[config.mk]
export PLATFORM = sky130hd
export DESIGN_NAME = fifo_stream_reader
export DESIGN_NICKNAME = d
export VERILOG_FILES = /design/src/rtl/fifo_stream_reader.sv
export SDC_FILE = /design/constraint.sdc
export NUM_CORES = 1
export LEC_CHECK = 0
export BUFFER_PORTS_ARGS = -buffer_cell sky130_fd_sc_hd__buf_2
export CAP_MARGIN = 10
export CORE_AREA = 2 2 67 69
export DETAILED_ROUTE_END_ITERATION = 16
export DIE_AREA = 0 0 69 71
export PLACE_DENSITY = 0.66
export SLEW_MARGIN = 20
export SYNTH_ARGS = -nofsm -noshare
export SYNTH_HDL_FRONTEND = slang
export SYNTH_SLANG_ARGS = --single-unit
[constraint.sdc]
create_clock -name clk -period 2.85 [get_ports clk]
set_input_delay 0.57 -clock clk [delete_from_list [all_inputs] [get_ports clk]]
set_output_delay 0.57 -clock clk [all_outputs]
set_load 0.005 [all_outputs]
[src/rtl/fifo_stream_reader.sv]
// Read-side engine for a registered-read FIFO: issues reads, captures returned words,
// and presents them through a 2-entry valid/ready buffer. Optional FIFO_READER_LAST_EN adds m_last framing.
module fifo_stream_reader #(
    parameter int DATAWIDTH  = 8,
    parameter int COUNTWIDTH = 16,
    parameter int PACKET_LEN = 16
) (
    input  logic                  clk,
    input  logic                  reset,
    input  logic                  enable,
    input  logic                  fifo_empty,
    output logic                  fifo_read_req,
    input  logic [DATAWIDTH-1:0]  fifo_data,
    output logic                  m_valid,
    input  logic                  m_ready,
    output logic [DATAWIDTH-1:0]  m_data,
    output logic                  m_last,
    output logic [COUNTWIDTH-1:0] words_out,
    output logic                  busy
);

    typedef enum logic [1:0] {
        ST_EMPTY = 2'd0,
        ST_ONE   = 2'd1,
        ST_TWO   = 2'd2
    } buf_state_t;

    buf_state_t            state_reg;
    buf_state_t            state_next;
    logic                  inflight_reg;
    logic [COUNTWIDTH-1:0] words_out_reg;
    logic [DATAWIDTH-1:0]  buf_reg  [2];
    logic [DATAWIDTH-1:0]  buf_next [2];
    logic                  capture;
    logic                  transfer;
    logic [2:0]            occupancy_eff;

    assign capture   = inflight_reg;
    assign m_valid   = (state_reg != ST_EMPTY);
    assign transfer  = m_valid && m_ready;
    assign m_data    = buf_reg[0];
    assign words_out = words_out_reg;
    assign busy      = inflight_reg || m_valid;

    // A word leaving this cycle frees its slot, so the read pipe stays full under m_ready.
    always_comb begin
        occupancy_eff = 3'd0;
        case (state_reg)
            ST_ONE:  occupancy_eff = 3'd1;
            ST_TWO:  occupancy_eff = 3'd2;
            default: occupancy_eff = 3'd0;
        endcase
        if (transfer) begin
            occupancy_eff = occupancy_eff - 3'd1;
        end
    end

    assign fifo_read_req = enable && !fifo_empty && !reset
                         && ((occupancy_eff + {2'b00, inflight_reg}) < 3'd2);

    always_comb begin
        state_next  = state_reg;
        buf_next[0] = buf_reg[0];
        buf_next[1] = buf_reg[1];
        case (state_reg)
            ST_EMPTY: begin
                if (capture) begin
                    buf_next[0] = fifo_data;
                    state_next  = ST_ONE;
                end
            end
            ST_ONE: begin
                if (capture && transfer) begin
                    buf_next[0] = fifo_data;
                end else if (capture) begin
                    buf_next[1] = fifo_data;
                    state_next  = ST_TWO;
                end else if (transfer) begin
                    state_next  = ST_EMPTY;
                end
            end
            ST_TWO: begin
                if (transfer) begin
                    buf_next[0] = buf_reg[1];
                    state_next  = ST_ONE;
                end
            end
            default: begin
                state_next = ST_EMPTY;
            end
        endcase
    end

    always_ff @(posedge clk) begin
        if (reset) begin
            state_reg     <= ST_EMPTY;
            inflight_reg  <= 1'b0;
            words_out_reg <= '0;
            buf_reg[0]    <= '0;
            buf_reg[1]    <= '0;
        end else begin
            state_reg    <= state_next;
            inflight_reg <= fifo_read_req;
            buf_reg[0]   <= buf_next[0];
            buf_reg[1]   <= buf_next[1];
            if (transfer) begin
                words_out_reg <= words_out_reg + 1'b1;
            end
        end
    end

`ifdef FIFO_READER_LAST_EN
    localparam int BEAT_W = (PACKET_LEN > 1) ? $clog2(PACKET_LEN) : 1;

    logic [BEAT_W-1:0] beat_reg;

    assign m_last = m_valid && (beat_reg == BEAT_W'(PACKET_LEN - 1));

    always_ff @(posedge clk) begin
        if (reset) begin
            beat_reg <= '0;
        end else if (transfer) begin
            if (m_last) begin
                beat_reg <= '0;
            end else begin
                beat_reg <= beat_reg + 1'b1;
            end
        end
    end
`else
    // Evaluates to 0 for every legal PACKET_LEN; framing is absent in this build.
    localparam logic LAST_TIE = (PACKET_LEN < 1);

    assign m_last = LAST_TIE;
`endif

endmodule

==> impl_results.md <==
- Outcome: finished, final reports clean
- Final Setup Violations: 0
- Remaining global-route overflow: 0
- Clock root cell: sky130_fd_sc_hd__clkbuf_8
- CP max stage cell: sky130_fd_sc_hd__dfxtp_1
- Prevailing post-synth register cell: sky130_fd_sc_hd__dfxtp_1
- Number of hold buffers added after cts: 0
- Compound-Gate Fraction of Synth Area: 15.3%
- EDFF count, synth: 0
- Clock period minus worst slack: 2.69 ns
- CP Data Required Time: 2.28 ns
- Quantity of I/O buffers inserted on ports: 39
- Leak pwr: 0.865 nW
- Initial core utilization: 42.9%
- Number of buffers created by CTS: 5
- Net switching power: 0.544 mW
- Drt wl/cell: 13.3 um
- Post-synth top area cell: sky130_fd_sc_hd__dfxtp_1
- Fraction of final layout cells with drive strength greater than 1: 28.7%
- Number of nets with antenna violations after detailed routing: 0
- Antenna diode instance count: 0
- Worst voltage drop across the vdd grid: 0.360 mV
- Routability congestion estimate from global placement: 0.842
- Combinational family with the most area after synthesis: simple AND/OR/NAND/NOR gates
- Detailed-route wire length: 3840 um
- Largest net degree at the start of global routing: 38
- Sw frac: 33.1%
- Post-synthesis cell area: 1800 um2
- Layout overhead on the synthesized area: 17.4%
- Clock transition time at the flip-flop clock pins of the worst setup and hold paths: 0.07 ns
- Core box area: 4200 um2
- Total negative slack: 0 ns
- Vias after detailed routing: 1465
- Number of warnings printed during yosys synthesis: 0
- Type of origin of the critical path: register
- Share of power burned in combinational logic: 34.6%
- Simple-Gate Fraction of Synth Area: 21.6%
- Ys async rst share: 0%
- Source-to-sink clock delay at the later pin of the worst-skew pair: 0.29 ns
- Half-perimeter wire length after placement: 2590 um
- Delay of the slowest critical-path stage: 0.33 ns
- Detail-routed via count per cell: 5.07
- Number of synthesized register bits: 35
- Row count: 24
- Max Transition Viols Final: 0
- Biggest area contributors in the synthesized netlist: sky130_fd_sc_hd__dfxtp_1 (39%), sky130_fd_sc_hd__a211oi_2 (5.6%), sky130_fd_sc_hd__nand2_1 (5.0%)
- Vias in the first global route: 1278
- H-tree depth: 2
- Unrepaired setup endpoints after global routing: no
- Number of iterations in the first detailed-routing pass: 4
- Distinct cell type count after synthesis: 36
- Final hold violation count: 0
- TritonCTS clock tree: done
- Adder-cell area share of the yosys netlist: 4.17%
- Post-synthesis xor/xnor area fraction: 6.81%
- Ratio of total power to cell area: 778 nW/um2
- Full die area: 4900 um2
- Setup Fix Bufs, Post-CTS: 0
- Top-level I/O count: 41
- Seq pwr share: 36.4%
- Element type at the critical path end: output port
- Global router's overall resource usage: 16.1%
- Cells along the critical path: inv_1 -> ha_4 -> nand2b_4 -> nor2_2 -> a21o_1 -> ha_1 -> nand2b_1 -> nor4_2 -> buf_2
- Max capacitance violation total: 0
- Drt first-iter violations: 117
- Fraction of the yosys area taken by sequential cells: 38.9%
- Area fraction of the dominant cell type after synthesis: 38.9%
- Worst clock skew on the final layout: 0.00240 ns
- Class of the most critical hold timing path: reg -> reg
- Die boundary width: 69 um
- Wire length of the first global-routing pass: 6330 um
- Largest fanout on the critical path: 8
- NumNets Final: 255
- Initial antenna violation count: 0
- Total power consumption of the routed design: 1.64 mW
- Number of clock sinks seen by CTS: 35
- Clock network fraction of total power: 29.0%
- Internal power of the cells: 1.10 mW
- Post-Synthesis Net Count: 223
- Classification of the worst setup path: reg -> out
- Vertical die dimension: 71 um
- Achievable frequency: 0.372 GHz
- Share of the cycle needed by the critical path after routing: 94.4%
- Arrival time reported for the critical path endpoint: 2.12 ns
- Number of DRC violations after detailed routing: 0
- Syn_area_per_cell: 8.83 um2
- Post-Syn Instances: 204
- Max clock buf depth: 2
- Share of synthesized area spent on multiplexers: 5.07%
==> layer usage <==
metal / vias up / wire, um / share of wire (%) / GRT usage [%]
met4: 0 / 57 / 1.5 / 6.32
met1: 665 / 1840 / 48 / 22.1
met3: 5 / 188 / 4.9 / 4.84
met5: - / 0 / 0 / 0
li1: 762 / - / - / -
met2: 33 / 1760 / 46 / 23.6
==> placed cells by master, fill, tap and decap left out, drive strengths merged, types with 3 or more instances in the layout <==
master / instances
a211oi: 8
a21oi: 13
a31oi: 8
and2: 3
buf: 42
clkbuf: 6
dfxtp: 35
ha: 6
inv: 5
mux2i: 8
nand2: 24
nand2b: 3
nand3: 9
nand4: 5
nor2: 19
nor4: 3
o21ai: 5
xnor2: 4
xor2: 10
==> worst max-delay path, delay by kind of cell (launching register included) <==
family	cells	cell delay (ns)
buf+inv	2	0.28
compound gates	1	0.15
fa+ha+maj	2	0.47
simple gates	4	0.58
flops	1	0.33
==> power by group through the flow <==
| stage | clock (mW) | combinational, mW | sequential (mW) |
|---|---|---|---|
| 2_1_floorplan | 0 | 0.502 | 0.602 |
| 3_3_place_gp | 0 | 0.529 | 0.608 |
| 3_5_place_dp | 0 | 0.533 | 0.611 |
| 4_1_cts | 0.485 | 0.544 | 0.600 |
| 5_1_grt | 0.504 | 0.628 | 0.609 |
| 6_report | 0.477 | 0.568 | 0.599 |
==> through the flow <==
stage	cells	utilization, %	cell area (um2)	hold WS [ns]	setup WS, ns
floorplan	204	-	1800	0.436	0.502
global placement	281	46.7	1960	0.442	0.343
detailed placement	281	46.7	1960	0.446	0.278
CTS	289	49.6	2090	0.436	0.0526
global route	289	50.3	2110	0.459	0.00450
finish	289	50.3	2110	0.453	0.161
==> cells in the mapped netlist, drive strengths merged, types with 2 or more instances <==
| cell | instances |
|---|---|
| dfxtp | 35 |
| nand2b | 3 |
| a211oi | 8 |
| or3 | 2 |
| xor2 | 10 |
| inv | 5 |
| o21ai | 5 |
| and4b | 2 |
| nand4 | 5 |
| ha | 6 |
| a21o | 2 |
| xnor2 | 4 |
| and4 | 2 |
| nor2b | 2 |
| buf | 14 |
| nand3 | 9 |
| nor2 | 19 |
| nand2 | 24 |
| clkbuf | 3 |
| nor4 | 3 |
| a21oi | 13 |
| and2 | 3 |
| nor3 | 2 |
| a31oi | 8 |
| mux2i | 8 |
==> final timing paths <==
kind / endpoint / slack (ns) / cells past startpoint / startpoint
setup / recovery: fifo_read_req / 0.16 / 9 / state_reg[0]$_SDFFE_PP0P_
hold / removal: buf_reg[0][10]$_SDFFE_PP0P_ / 0.45 / 2 / buf_reg[0][10]$_SDFFE_PP0P_
setup reg to reg: buf_reg[0][3]$_SDFFE_PP0P_ / 0.95 / 7 / state_reg[0]$_SDFFE_PP0P_
hold reg to reg: buf_reg[0][10]$_SDFFE_PP0P_ / 0.45 / 2 / buf_reg[0][10]$_SDFFE_PP0P_
==> final cells by class <==
class | instances | area [um2]
Clock inverter | 2 | 35.0
Inverter | 6 | 22.5
Clock buffer | 6 | 82.6
Timing Repair Buffer | 42 | 218
Multi-Input combinational cell | 146 | 990
Tap cell | 52 | 65.1
Fill cell | 428 | 2090
Sequential cell | 35 | 702
==> kinds of logic (layout without fill, tap and decap cells) <==
group	Yosys count	in the layout
compound gates	38	38
xor+xnor	14	14
fa+ha+maj	6	6
buf+inv	23	56
flops	35	35
mux	9	9
other cells	1	1
simple gates	78	78
==> repair_timing <==
item	CTS	global route
endpoints found under the hold margin	0	0
resized for setup	2	6
setup endpoints to repair	1	1
Power figures use the tool's default switching activity.
